$ cat src/rtl/pc_unit.sv
// Next-PC and status-flag stage of the single-cycle MIPS core: selects the next PC,
// holds the Z/N flags and the retired-instruction count, and traps misaligned targets.
module pc_unit #(
  parameter logic [31:0] RESET_PC = 32'h0000_0000,
  parameter int          CNT_W    = 32
) (
  input  logic             clk,
  input  logic             rst_n,
  input  logic             stall,
  input  logic [31:0]      instruction,
  input  logic             is_jump,
  input  logic             zero_branch,
  input  logic             need_zero,
  input  logic             status_branch,
  input  logic             need_st_Z,
  input  logic [1:0]       pc_select,
  input  logic             link,
  input  logic             alu_zero,
  input  logic [31:0]      alu_result,
  input  logic             flag_update,
  input  logic [31:0]      reg_rs,
  input  logic [31:0]      mem_rdata,
  output logic [31:0]      pc,
  output logic [31:0]      pc_plus4,
  output logic [31:0]      link_addr,
  output logic             branch_taken,
  output logic             st_Z,
  output logic             st_N,
  output logic             fault,
  output logic [CNT_W-1:0] retired
);

  typedef enum logic [1:0] {
    SEL_PC_REL = 2'b00,
    SEL_PSEUDO = 2'b01,
    SEL_REG    = 2'b10,
    SEL_MEM    = 2'b11
  } pc_sel_e;

  logic [31:0]      pc_q, pc_d;
  logic             st_z_q, st_z_d;
  logic             st_n_q, st_n_d;
  logic             fault_q, fault_d;
  logic [CNT_W-1:0] retired_q, retired_d;

  logic [15:0] imm;
  logic [25:0] jtarget;
  logic [31:0] branch_off;
  logic [31:0] target;
  logic        zero_taken;
  logic        status_taken;
  logic        misalign;
  logic        advance;

  assign imm        = instruction[15:0];
  assign jtarget    = instruction[25:0];
  assign branch_off = {{14{imm[15]}}, imm, 2'b00};
  assign pc_plus4   = pc_q + 32'd4;
  assign link_addr  = link ? pc_plus4 : 32'd0;

  // NOTE: every always_comb output is given a default first so no path leaves it
  // unassigned; otherwise synthesis infers a latch.
  always_comb begin
    target = pc_plus4 + branch_off;
    unique case (pc_sel_e'(pc_select))
      SEL_PC_REL: target = pc_plus4 + branch_off;
      SEL_PSEUDO: target = {pc_plus4[31:28], jtarget, 2'b00};
      SEL_REG:    target = reg_rs;
      SEL_MEM:    target = mem_rdata;
      default:    target = pc_plus4 + branch_off;
    endcase
  end

  // Status branches read the registered flags, so a same-cycle flag_update is not seen.
  assign zero_taken   = zero_branch & (alu_zero == need_zero);
  assign status_taken = status_branch & (need_st_Z ? st_z_q : st_n_q);
  assign branch_taken = is_jump | zero_taken | status_taken;
  assign misalign     = branch_taken & (target[1:0] != 2'b00);
  assign advance      = ~stall & ~fault_q;

  always_comb begin
    pc_d      = pc_q;
    st_z_d    = st_z_q;
    st_n_d    = st_n_q;
    fault_d   = fault_q;
    retired_d = retired_q;
    if (advance) begin
      if (misalign) begin
        fault_d = 1'b1;
      end else begin
        pc_d      = branch_taken ? target : pc_plus4;
        retired_d = retired_q + {{(CNT_W-1){1'b0}}, 1'b1};
      end
      if (flag_update) begin
        st_z_d = (alu_result == 32'd0);
        st_n_d = alu_result[31];
      end
    end
  end

  // NOTE: sequential state uses non-blocking assignments so every register samples
  // the pre-edge values of the others, independent of statement order.
  always_ff @(posedge clk or negedge rst_n) begin
    if (!rst_n) begin
      pc_q      <= RESET_PC;
      st_z_q    <= 1'b0;
      st_n_q    <= 1'b0;
      fault_q   <= 1'b0;
      retired_q <= '0;
    end else begin
      pc_q      <= pc_d;
      st_z_q    <= st_z_d;
      st_n_q    <= st_n_d;
      fault_q   <= fault_d;
      retired_q <= retired_d;
    end
  end

  assign pc      = pc_q;
  assign st_Z    = st_z_q;
  assign st_N    = st_n_q;
  assign fault   = fault_q;
  assign retired = retired_q;

endmodule

$ cat config.mk
export PLATFORM = sky130hd
export DESIGN_NAME = pc_unit
export DESIGN_NICKNAME = d
export VERILOG_FILES = /design/src/rtl/pc_unit.sv
export SDC_FILE = /design/constraint.sdc
export NUM_CORES = 1
export LEC_CHECK = 0
export CORE_ASPECT_RATIO = 1.1
export CORE_MARGIN = 1
export CORE_UTILIZATION = 45
export DETAILED_ROUTE_END_ITERATION = 16
export GPL_ROUTABILITY_DRIVEN = 0
export PLACE_DENSITY = 0.92
export SLEW_MARGIN = 20
export SYNTH_ARGS = -nofsm -noshare
export SYNTH_HDL_FRONTEND = slang
export SYNTH_SLANG_ARGS = --single-unit
$ cat constraint.sdc
create_clock -name clk -period 5.8 [get_ports clk]
set_input_delay 1.16 -clock clk [delete_from_list [all_inputs] [get_ports clk]]
set_output_delay 1.16 -clock clk [all_outputs]
set_load 0.05 [all_outputs]
==> reports/results.ini, run 1 <==
[place]
dpl.hpwl_um = 17100
dp.cells = 1174
numPortBuffers = 266
postPlaceCellArea_um2 = 9210

[clock_tree]
clock-sinks = 67
cts_resized = 0
cts_buffer_depth = 2
cts_tree = built
cts_buffers = 9
cts-root-buf = clkbuf_16
ctsHtreeMaxLevel = 3
clk_latency_ns = 0.34
ctsHoldBuffers = 0
clkTransAtPathRegs_ns = 0.06
post_cts_buffers = 0

[synth]
synthFlopType = dfrtp_1
synth_common_cells = 67 x dfrtp_1, 65 x nand2_1, 54 x xnor2_1
syn_area_per_cell_um2 = 8.58
yosysTopAreaCell = dfrtp_1
synth_nets = 926
async_flop_share = 1.00
yosysTopAreaCellShare = 0.261
ys_seq_elements = 67
synth.distinct_cells = 69
synth.area.top_cells = dfrtp_1 26%, xnor2_1 7.4%, ha_1 7.2%
syn_inst = 747
ys.warnings.count = 0
synth.most_common_cell = dfrtp_1
syn-cell-area_um2 = 6410
synth-edff-count = 0
ys_seq_area_frac = 0.261

[final_layout]
drive_above_1_share = 0.0729
syn2layout_area_growth_pct = 48.6
fill_cells = 1071
layout.cells.non_filler = 1190
finalNetCount = 1176
diodes = 0
fin_area_um2 = 9530

[sta]
fin_crit_ns = 4.82
finalHoldViolations = 0
slew_viol_final = 0
finClkSkew_ns = 0.0104
tightestPinTransition_ns = 0.924
relSlewSlack = 0.382
setup_tns_ns = 0
period_share = 0.831
rsz0062_at_grt = no
finalSetupViolCount = 0
hold-worst-slack_ns = 0.482
max_freq_mhz = 208

[floorplanning]
dieArea_um2 = 14700
initial_utilization = 0.463
row_count = 45
dieHeight_um = 127
ios = 273
die_w_um = 116
core_area_um2 = 13900

[flow_run]
cap_violations = 0

[critical_path]
endpoint_kind = primary output
path_cells = ha_1, nand4_1, nor2_1, nand4_1, xnor2_1, and2_1, clkdlybuf4s50_1
crit_path_max_incr_delay_ns = 0.80
crit_family = simple AND/OR/NAND/NOR gates
worst_path_max_delay_cell = clkdlybuf4s50_1
crit_path_start_kind = flop
cp.arrival_ns = 3.66
crit_type = flop to primary output
cpMostUsedCell = nand4_1
crit_fanout = 9
critPathBufInv = 1
crit_required_ns = 4.64

[drt]
route.detailed.drc = 0
first_iter_violations = 624
vias = 7050
avgRoutedWirePerCell_um = 19.0
viasPerCell = 5.92
drt-total-wl_um = 22600
drt.antenna.violating_nets = 0
drt_pass1_iterations = 5

[global_route]
use_met3 = 0.0640
use_met1 = 0.361
grt.total_usage = 0.302
antenna_found_initial = 0
grt_pass1_wl_um = 34400
grt_use_met2 = 0.516
busiest_layer = met2
grt_pass1_vias = 6737
grt.overflow.total = 0
grt_max_degree = 68

[power_and_ir_drop]
power_leakage_nw = 3.89
ir_drop_mv = 0.399
power.density_nw_per_um2 = 510

[status]
run_status = complete, no violations

[hold_path]
worstHoldPathType = flop to flop

-- cell type report --
class / count / area (um2) / share of cell area
multi-input combinational: 623 / 4500 / 0.473
timing repair buffer: 275 / 2720 / 0.285
sequential: 67 / 1680 / 0.176
tap: 188 / 235 / 0.0247
clock buffer: 10 / 229 / 0.0240
clock inverter: 6 / 90.1 / 0.00946
inverter: 21 / 78.8 / 0.00827
-- final timing paths --
path,startpoint,slack [ns],cells past startpoint,endpoint
min in group asynchronous,rst_n,1.04,2,retired[26]
max,pc[2],0.98,7,link_addr[26]
max reg2reg,pc[2],1.18,14,pc[27]
max in group asynchronous,rst_n,4.17,2,retired[21]
min,retired[31],0.48,1,retired[31]
min reg2reg,retired[31],0.48,1,retired[31]
-- worst reg2reg max path: stages, from the launching register on --
cell and delay [ns]:
dfrtp_1 0.50, ha_1 0.35, nand4_1 0.33, nor2_1 0.45, nand3_1 0.15, xor2_1 0.39
inv_1 0.13, ha_1 0.45, a21o_1 0.24, a21o_1 0.18, a211o_1 0.29, o21ai_0 0.54
o21ai_0 0.20, xnor2_1 0.21, o21ai_0 0.10
-- state kept, by name, indices dropped and copies added (netlist names) --
name and cells:
pc 32, retired 32, fault 1, st_N 1, st_Z 1
-- cells by family after synthesis --
kind of cell / synth area share
AND/OR/NAND/NOR: 0.225
AO/OA/AOI/OAI: 0.189
XOR/XNOR: 0.114
flip-flops: 0.261
buffers and inverters: 0.0365
multiplexers: 0.0981
adder cells (fa/ha/maj): 0.0753
-- stage by stage --
stage,util,worst slack (ns),total power [mW]
after detailed placement,0.665,1.22,4.22
after global placement,0.665,1.28,4.15
final,0.688,0.981,4.86
after floorplan,-,1.19,3.16
after CTS,0.688,1.05,4.84
after global routing,0.688,0.877,5.11
-- metal layers --
layer,wire (um),share of wire
met1,8850,0.39
met2,11200,0.50
met3,1720,0.076
met4,790,0.035
met5,0,0
-- cells in the final DEF, fill, tap and decap left out, types with 6 or more instances in the layout --
cell type,instances
a31oi_1,9
nor3_1,10
mux2_2,7
xor2_1,26
buf_4,9
o22ai_1,8
a221oi_1,6
ha_1,37
inv_1,20
mux2i_1,13
and3_1,19
clkbuf_16,9
nand3_1,47
a21o_1,19
o211ai_1,12
nor4_1,9
a22oi_1,6
xnor2_1,54
clkdlybuf4s50_1,263
dfrtp_1,67
nand2_1,65
nor2_1,49
o21ai_0,35
nor2b_1,10
a21oi_1,44
and2_1,33
mux4_2,18
nand4_1,16
-- report_power, final --
group,internal (mW),total (mW),switching [mW]
sequential,0.582,0.779,0.198
combinational,1.31,3.49,2.18
clock,0.377,0.596,0.219
Power figures use the tool's default switching activity.
==> inputs of run 2 (changes only) <==
--- a/config.mk
+++ b/config.mk
@@ -7,10 +7,10 @@
 export LEC_CHECK = 0
 export CORE_ASPECT_RATIO = 1.1
 export CORE_MARGIN = 1
-export CORE_UTILIZATION = 45
+export CORE_UTILIZATION = 40
 export DETAILED_ROUTE_END_ITERATION = 16
 export GPL_ROUTABILITY_DRIVEN = 0
-export PLACE_DENSITY = 0.92
+export PLACE_DENSITY = 0.87
 export SLEW_MARGIN = 20
 export SYNTH_ARGS = -nofsm -noshare
 export SYNTH_HDL_FRONTEND = slang
==> constraint.sdc (replaced) <==
create_clock -name clk -period 4.2 [get_ports clk]
set_input_delay 0.84 -clock clk [delete_from_list [all_inputs] [get_ports clk]]
set_output_delay 0.84 -clock clk [all_outputs]
set_load 0.05 [all_outputs]
==> reports/results.ini, run 2 (same netlist as run 1, synthesis figures left out) <==
[final_layout]
final_cell_mix = 228 x clkdlybuf4s50_1, 67 x dfrtp_1, 65 x nand2_1, 65 x buf_4
finalNetCount = 1199  ; +2.0%
layout_commonest_cell = clkdlybuf4s50_1
syn2layout_area_growth_pct = 51.4
final_util = 0.619  ; -0.0684
fill_cells = 1318  ; +23%
diodes = 0  ; unchanged
drive_above_1_share = 0.138  ; +0.0647
layout.cells.non_filler = 1225  ; +2.9%

[critical_path]
cp.arrival_ns = 3.23  ; -0.43 ns
crit_type = flop to primary output
crit_fanout = 7  ; -2
crit_required_ns = 3.36  ; -1.28 ns
crit_path_start_kind = flop
worst_path_max_delay_cell = clkdlybuf4s50_1
endpoint_kind = primary output
path_cells = and4_1, nand3_1, nor3_2, and4_1, xnor2_1, inv_1, clkdlybuf4s50_1
ff2ff_setup_slack_ns = 0.23  ; -0.95 ns
cpMostUsedCell = and4_1
crit_path_max_incr_delay_ns = 0.84  ; +0.04 ns

[floorplanning]
core_area_um2 = 15700  ; +13%
dieHeight_um = 135  ; +6.0%
die_w_um = 123  ; +6.0%
dieArea_um2 = 16500  ; +12%
ios = 273  ; unchanged
initial_utilization = 0.409  ; -0.0539
row_count = 48  ; +6.7%

[clock_tree]
post_cts_buffers = 0  ; unchanged
clkTransAtPathRegs_ns = 0.06  ; about the same
clk_latency_ns = 0.35  ; about the same
ctsHtreeMaxLevel = 3  ; unchanged
cts-root-buf = clkbuf_16
clock-sinks = 67  ; unchanged
cts_tree = built
cts_buffers = 9  ; unchanged
cts_buffer_depth = 2  ; unchanged

[sta]
setup_tns_ns = 0  ; unchanged
rsz0062_at_grt = yes
finalHoldViolations = 0  ; unchanged
finClkSkew_ns = 0.0134  ; +0.00296 ns
relSlewSlack = 0.415  ; +0.0331
slew_viol_final = 0  ; unchanged
max_freq_mhz = 246
tightestPinTransition_ns = 0.877  ; -0.0468 ns
fin_crit_ns = 4.07
period_share = 0.970
finalSetupViolCount = 0  ; unchanged

[place]
dpl.hpwl_um = 17900  ; +4.4%
numPortBuffers = 266  ; unchanged
dp.cells = 1209  ; +3.0%

[drt]
route.detailed.drc = 0  ; unchanged
first_iter_violations = 547  ; -12%
drt-total-wl_um = 23300  ; +3.1%
viasPerCell = 5.77  ; -2.7%
drt.antenna.violating_nets = 0  ; unchanged
vias = 7064  ; +0.20%
avgRoutedWirePerCell_um = 19.0  ; +0.13%
drt_pass1_iterations = 5  ; unchanged

[global_route]
grt_pass1_vias = 6927  ; +2.8%
grt_pass1_wl_um = 36000  ; +4.6%
antenna_found_initial = 0  ; unchanged
grt.total_usage = 0.283  ; -0.0187
grt.overflow.total = 0  ; unchanged
grt_max_degree = 47  ; -31%

[power_and_ir_drop]
power_leakage_nw = 4.09  ; +5.3%
pwr-share-seq = 0.158  ; -0.002
p_int_mw = 3.15  ; +39%
combPwrFrac = 0.726  ; +0.009
p_switching_mw = 3.63  ; +40%
ir_drop_mv = 0.505  ; +27%
fin_total_pwr_mw = 6.79  ; +40%
power.density_nw_per_um2 = 699  ; +37%
p_clk_frac = 0.116  ; -0.007
switching_share = 0.536  ; +0.00121

[hold_path]
worstHoldPathType = flop to flop

[status]
run_status = complete, no violations

[flow_run]
cap_violations = 0  ; unchanged

-- run 2: cell types whose count changed in the layout (fill, tap and decap cells not counted), sizes merged --
cell / delta
bufinv: -1
clkinv: -1
clkdlybuf4s50: -35
clkinvlp: +1
inv: +1
buf: +56
dlymetal6s2s: +2
-- run 2: what timing repair did --
action,CTS,global route
gates resized for setup,0,3
endpoints found under the setup margin,0,5
hold buffers,0,0
-- run 2: cell type report --
class	instances	area, um2	share of cell area
multi-input combinational	623	4590	0.473
clock inverter	6	63.8	0.00657
timing repair buffer	298	2810	0.289
inverter	21	78.8	0.00812
sequential	67	1680	0.173
clock buffer	10	239	0.0246
tap	200	250	0.0258
-- run 2: power by group through the flow --
| stage | Clock [mW] | Combinational (mW) | Sequential [mW] |
|---|---|---|---|
| after global routing | 0.826 | 5.21 | 1.10 |
| after detailed placement | 0 | 4.86 | 1.07 |
| after global placement | 0 | 4.80 | 1.06 |
| after CTS | 0.792 | 4.89 | 1.06 |
| final | 0.787 | 4.92 | 1.08 |
| after floorplan | 0 | 2.82 | 1.58 |
-- run 2: worst paths after layout --
path	from	endpoint	cells past startpoint
max in group asynchronous	rst_n	pc[0]	2
worst max register to register	pc[3]	pc[21]	15
worst min-delay path	retired[31]	retired[31]	1
worst max-delay path	pc[5]	pc_plus4[25]	7
min in group asynchronous	rst_n	retired[2]	1
worst min register to register	retired[31]	retired[31]	1
-- run 2: per-stage QoR --
stage / hold WS [ns] / worst slack (ns) / instance area [um2]
final: 0.487 / 0.128 / 9710
after floorplan: 0.544 / -0.0477 / 6500
after CTS: 0.491 / 0.0798 / 9700
after global placement: 0.463 / 0.325 / 9400
after global routing: 0.506 / -0.0185 / 9710
after detailed placement: 0.483 / 0.300 / 9400
-- run 2: critical path: cells and delay by family (launching register included) --
family | cells | cell delay, ns
xor gates and xnor gates | 1 | 0.12
and+or+nand+nor | 4 | 1.29
buffers and inverters | 2 | 1.02
DFF | 1 | 0.46
-- run 2: routing by layer --
| layer | global-route usage | up-vias | routed length (um) |
|---|---|---|---|
| met1 | 0.351 | 3371 | 9370 |
| li1 | - | 3298 | - |
| met2 | 0.484 | 346 | 11600 |
| met5 | 0 | - | 0 |
| met4 | 0.109 | 0 | 571 |
| met3 | 0.0515 | 49 | 1730 |
==> inputs of run 3 (changes only) <==
--- a/config.mk
+++ b/config.mk
@@ -11,6 +11,7 @@
 export DETAILED_ROUTE_END_ITERATION = 16
 export GPL_ROUTABILITY_DRIVEN = 0
 export PLACE_DENSITY = 0.87
+export REMOVE_ABC_BUFFERS = 1
 export SLEW_MARGIN = 20
 export SYNTH_ARGS = -nofsm -noshare
 export SYNTH_HDL_FRONTEND = slang
==> reports/results.ini, run 3 (same netlist as run 1, synthesis figures left out) <==
[critical_path]
critPathBufInv = 3  ; +1
endpoint_kind = primary output
crit_required_ns = 3.36  ; about the same
crit_type = flop to primary output
crit_fanout = 6  ; -1
crit_path_start = pc[3]
crit_path_max_incr_delay_ns = 0.86  ; +0.02 ns
cp.depth = 7  ; unchanged
r2r_end = pc[31]
crit_path_start_kind = flop
path_cells = ha_1, buf_4, nand4_1, buf_4, or4b_4, xnor2_2, clkdlybuf4s50_1
ff2ff_setup_slack_ns = 0.22  ; about the same
worst_path_max_delay_cell = clkdlybuf4s50_1
cp.arrival_ns = 3.27  ; +0.04 ns
r2r_cells = 15  ; unchanged
cpMostUsedCell = buf_4
reg2reg_from = pc[5]
crit_family = buffers and inverters

[power_and_ir_drop]
p_switching_mw = 3.61  ; -0.63%
p_clk_frac = 0.132  ; +0.016
combPwrFrac = 0.713  ; -0.013
power_leakage_nw = 4.09  ; about the same
power.density_nw_per_um2 = 709  ; +1.4%
pwr-share-seq = 0.155  ; -0.003
switching_share = 0.526  ; -0.00921
p_int_mw = 3.25  ; +3.1%
ir_drop_mv = 0.484  ; -4.1%

[hold_path]
whs_endpoint = retired[31]
worstHoldStart = retired[31]
worstHoldPathType = flop to flop
hold_depth = 1  ; unchanged

[drt]
drt_pass1_iterations = 5  ; unchanged
route.detailed.drc = 0  ; unchanged
avgRoutedWirePerCell_um = 19.2  ; +0.84%
first_iter_violations = 486  ; -11%
viasPerCell = 5.78  ; +0.26%
drt-total-wl_um = 23400  ; +0.52%
vias = 7059  ; -0.071%
drt.antenna.violating_nets = 0  ; unchanged

[sta]
finalHoldViolations = 0  ; unchanged
finClkSkew_ns = 0.00432  ; -0.00907 ns
fin_crit_ns = 4.11  ; +0.0336 ns
relSlewSlack = 0.504  ; +0.0892
finalSetupViolCount = 0  ; unchanged
max_freq_mhz = 244  ; -0.82%
slew_viol_final = 0  ; unchanged
period_share = 0.978  ; +0.00799
tightestPinTransition_ns = 0.744  ; -0.134 ns
rsz0062_at_grt = no

[flow_run]
cap_violations = 0  ; unchanged

[clock_tree]
cts_buffer_depth = 2  ; unchanged
clock-sinks = 67  ; unchanged
ctsHoldBuffers = 0  ; unchanged
cts-root-buf = clkbuf_16
post_cts_buffers = 0  ; unchanged
ctsHtreeMaxLevel = 3  ; unchanged
cts_tree = built
cts_buffers = 9  ; unchanged
clk_latency_ns = 0.34  ; about the same
clkTransAtPathRegs_ns = 0.06  ; about the same

[floorplanning]
dieArea_um2 = 16500  ; unchanged
ios = 273  ; unchanged
initial_utilization = 0.409  ; unchanged
row_count = 48  ; unchanged
core_area_um2 = 15700  ; unchanged
die_w_um = 123  ; unchanged
dieHeight_um = 135  ; unchanged

[global_route]
grt.total_usage = 0.282  ; -0.00121
grt_pass1_vias = 6831  ; -1.4%
grt.overflow.total = 0  ; unchanged
grt_pass1_wl_um = 35700  ; -0.94%
antenna_found_initial = 1  ; +1
grt_max_degree = 47  ; unchanged

[final_layout]
fill_cells = 1317  ; -0.076%
final_cell_mix = 224 x clkdlybuf4s50_1, 67 x dfrtp_1, 65 x nand2_1, 62 x buf_4, 53 x xnor2_1
finalNetCount = 1196  ; -0.25%
final_util = 0.617  ; -0.00208
drive_above_1_share = 0.127  ; -0.0102
layout_commonest_cell = clkdlybuf4s50_1
syn2layout_area_growth_pct = 50.9
layout.cells.non_filler = 1221  ; -0.33%
multi_input_area_um2 = 4520  ; -1.6%
ff_latch_area_um2 = 1680  ; unchanged
diodes = 0  ; unchanged

[status]
run_status = complete, no violations

[place]
numPortBuffers = 266  ; unchanged
dp.cells = 1206  ; -0.25%
dpl.hpwl_um = 18000  ; +0.44%

run 3: cell count changes in the layout (fill, tap and decap cells not counted), moves of 2 or more:
cell             delta
clkdlybuf4s50_1     -4
bufinv_16           +2
xor2_1              +3
clkinv_2            -2
buf_4               -3
xor2_2              -3
dlymetal6s2s_1      +2
xnor2_1             +5
xnor2_2             -4
run 3: final cells by class:
type	instances	share of cell area
Sequential cell	67	0.173
Inverter	21	0.00815
Timing Repair Buffer	295	0.290
Clock buffer	11	0.0261
Clock inverter	4	0.0101
Multi-Input combinational cell	623	0.467
Tap cell	200	0.0259
run 3: metrics by stage:
step	hold WS, ns	setup WS [ns]	total power [mW]	setup TNS [ns]	cell area, um2
floorplan	0.544	-0.338	4.33	-1.20	6260
global placement	0.462	0.320	5.81	0	9300
detailed placement	0.470	0.219	5.89	0	9300
CTS	0.477	0.0329	6.82	0	9650
global route	0.484	0.000698	7.20	0	9680
finish	0.480	0.0942	6.86	0	9680
run 3: repair_timing:
item	4_1_cts	5_1_grt
gates resized for setup	1	7
pin swaps	0	1
setup endpoints to repair	1	7
run 3: power groups by stage:
stage,combinational [mW],sequential (mW),clock [mW]
global placement,4.76,1.05,0
finish,4.89,1.06,0.903
floorplan,2.76,1.57,0
global route,5.15,1.10,0.949
detailed placement,4.82,1.07,0
CTS,4.85,1.06,0.917
run 3: worst max-delay path by stage:
stage,endpoint,slack (ns)
finish,pc_plus4[30],0.09
detailed placement,pc[19],0.22
CTS,pc_plus4[28],0.03
global placement,pc[31],0.32
floorplan,pc[21],-0.34
global route,pc_plus4[30],0.0007
run 3: per-layer routing:
| metal | vias up | wire (um) | GRT usage |
|---|---|---|---|
| li1 | 3282 | - | - |
| met1 | 3354 | 8980 | 0.340 |
| met2 | 369 | 11800 | 0.484 |
| met3 | 52 | 1960 | 0.0650 |
| met4 | 2 | 648 | 0.106 |
| met5 | - | 11 | 0 |
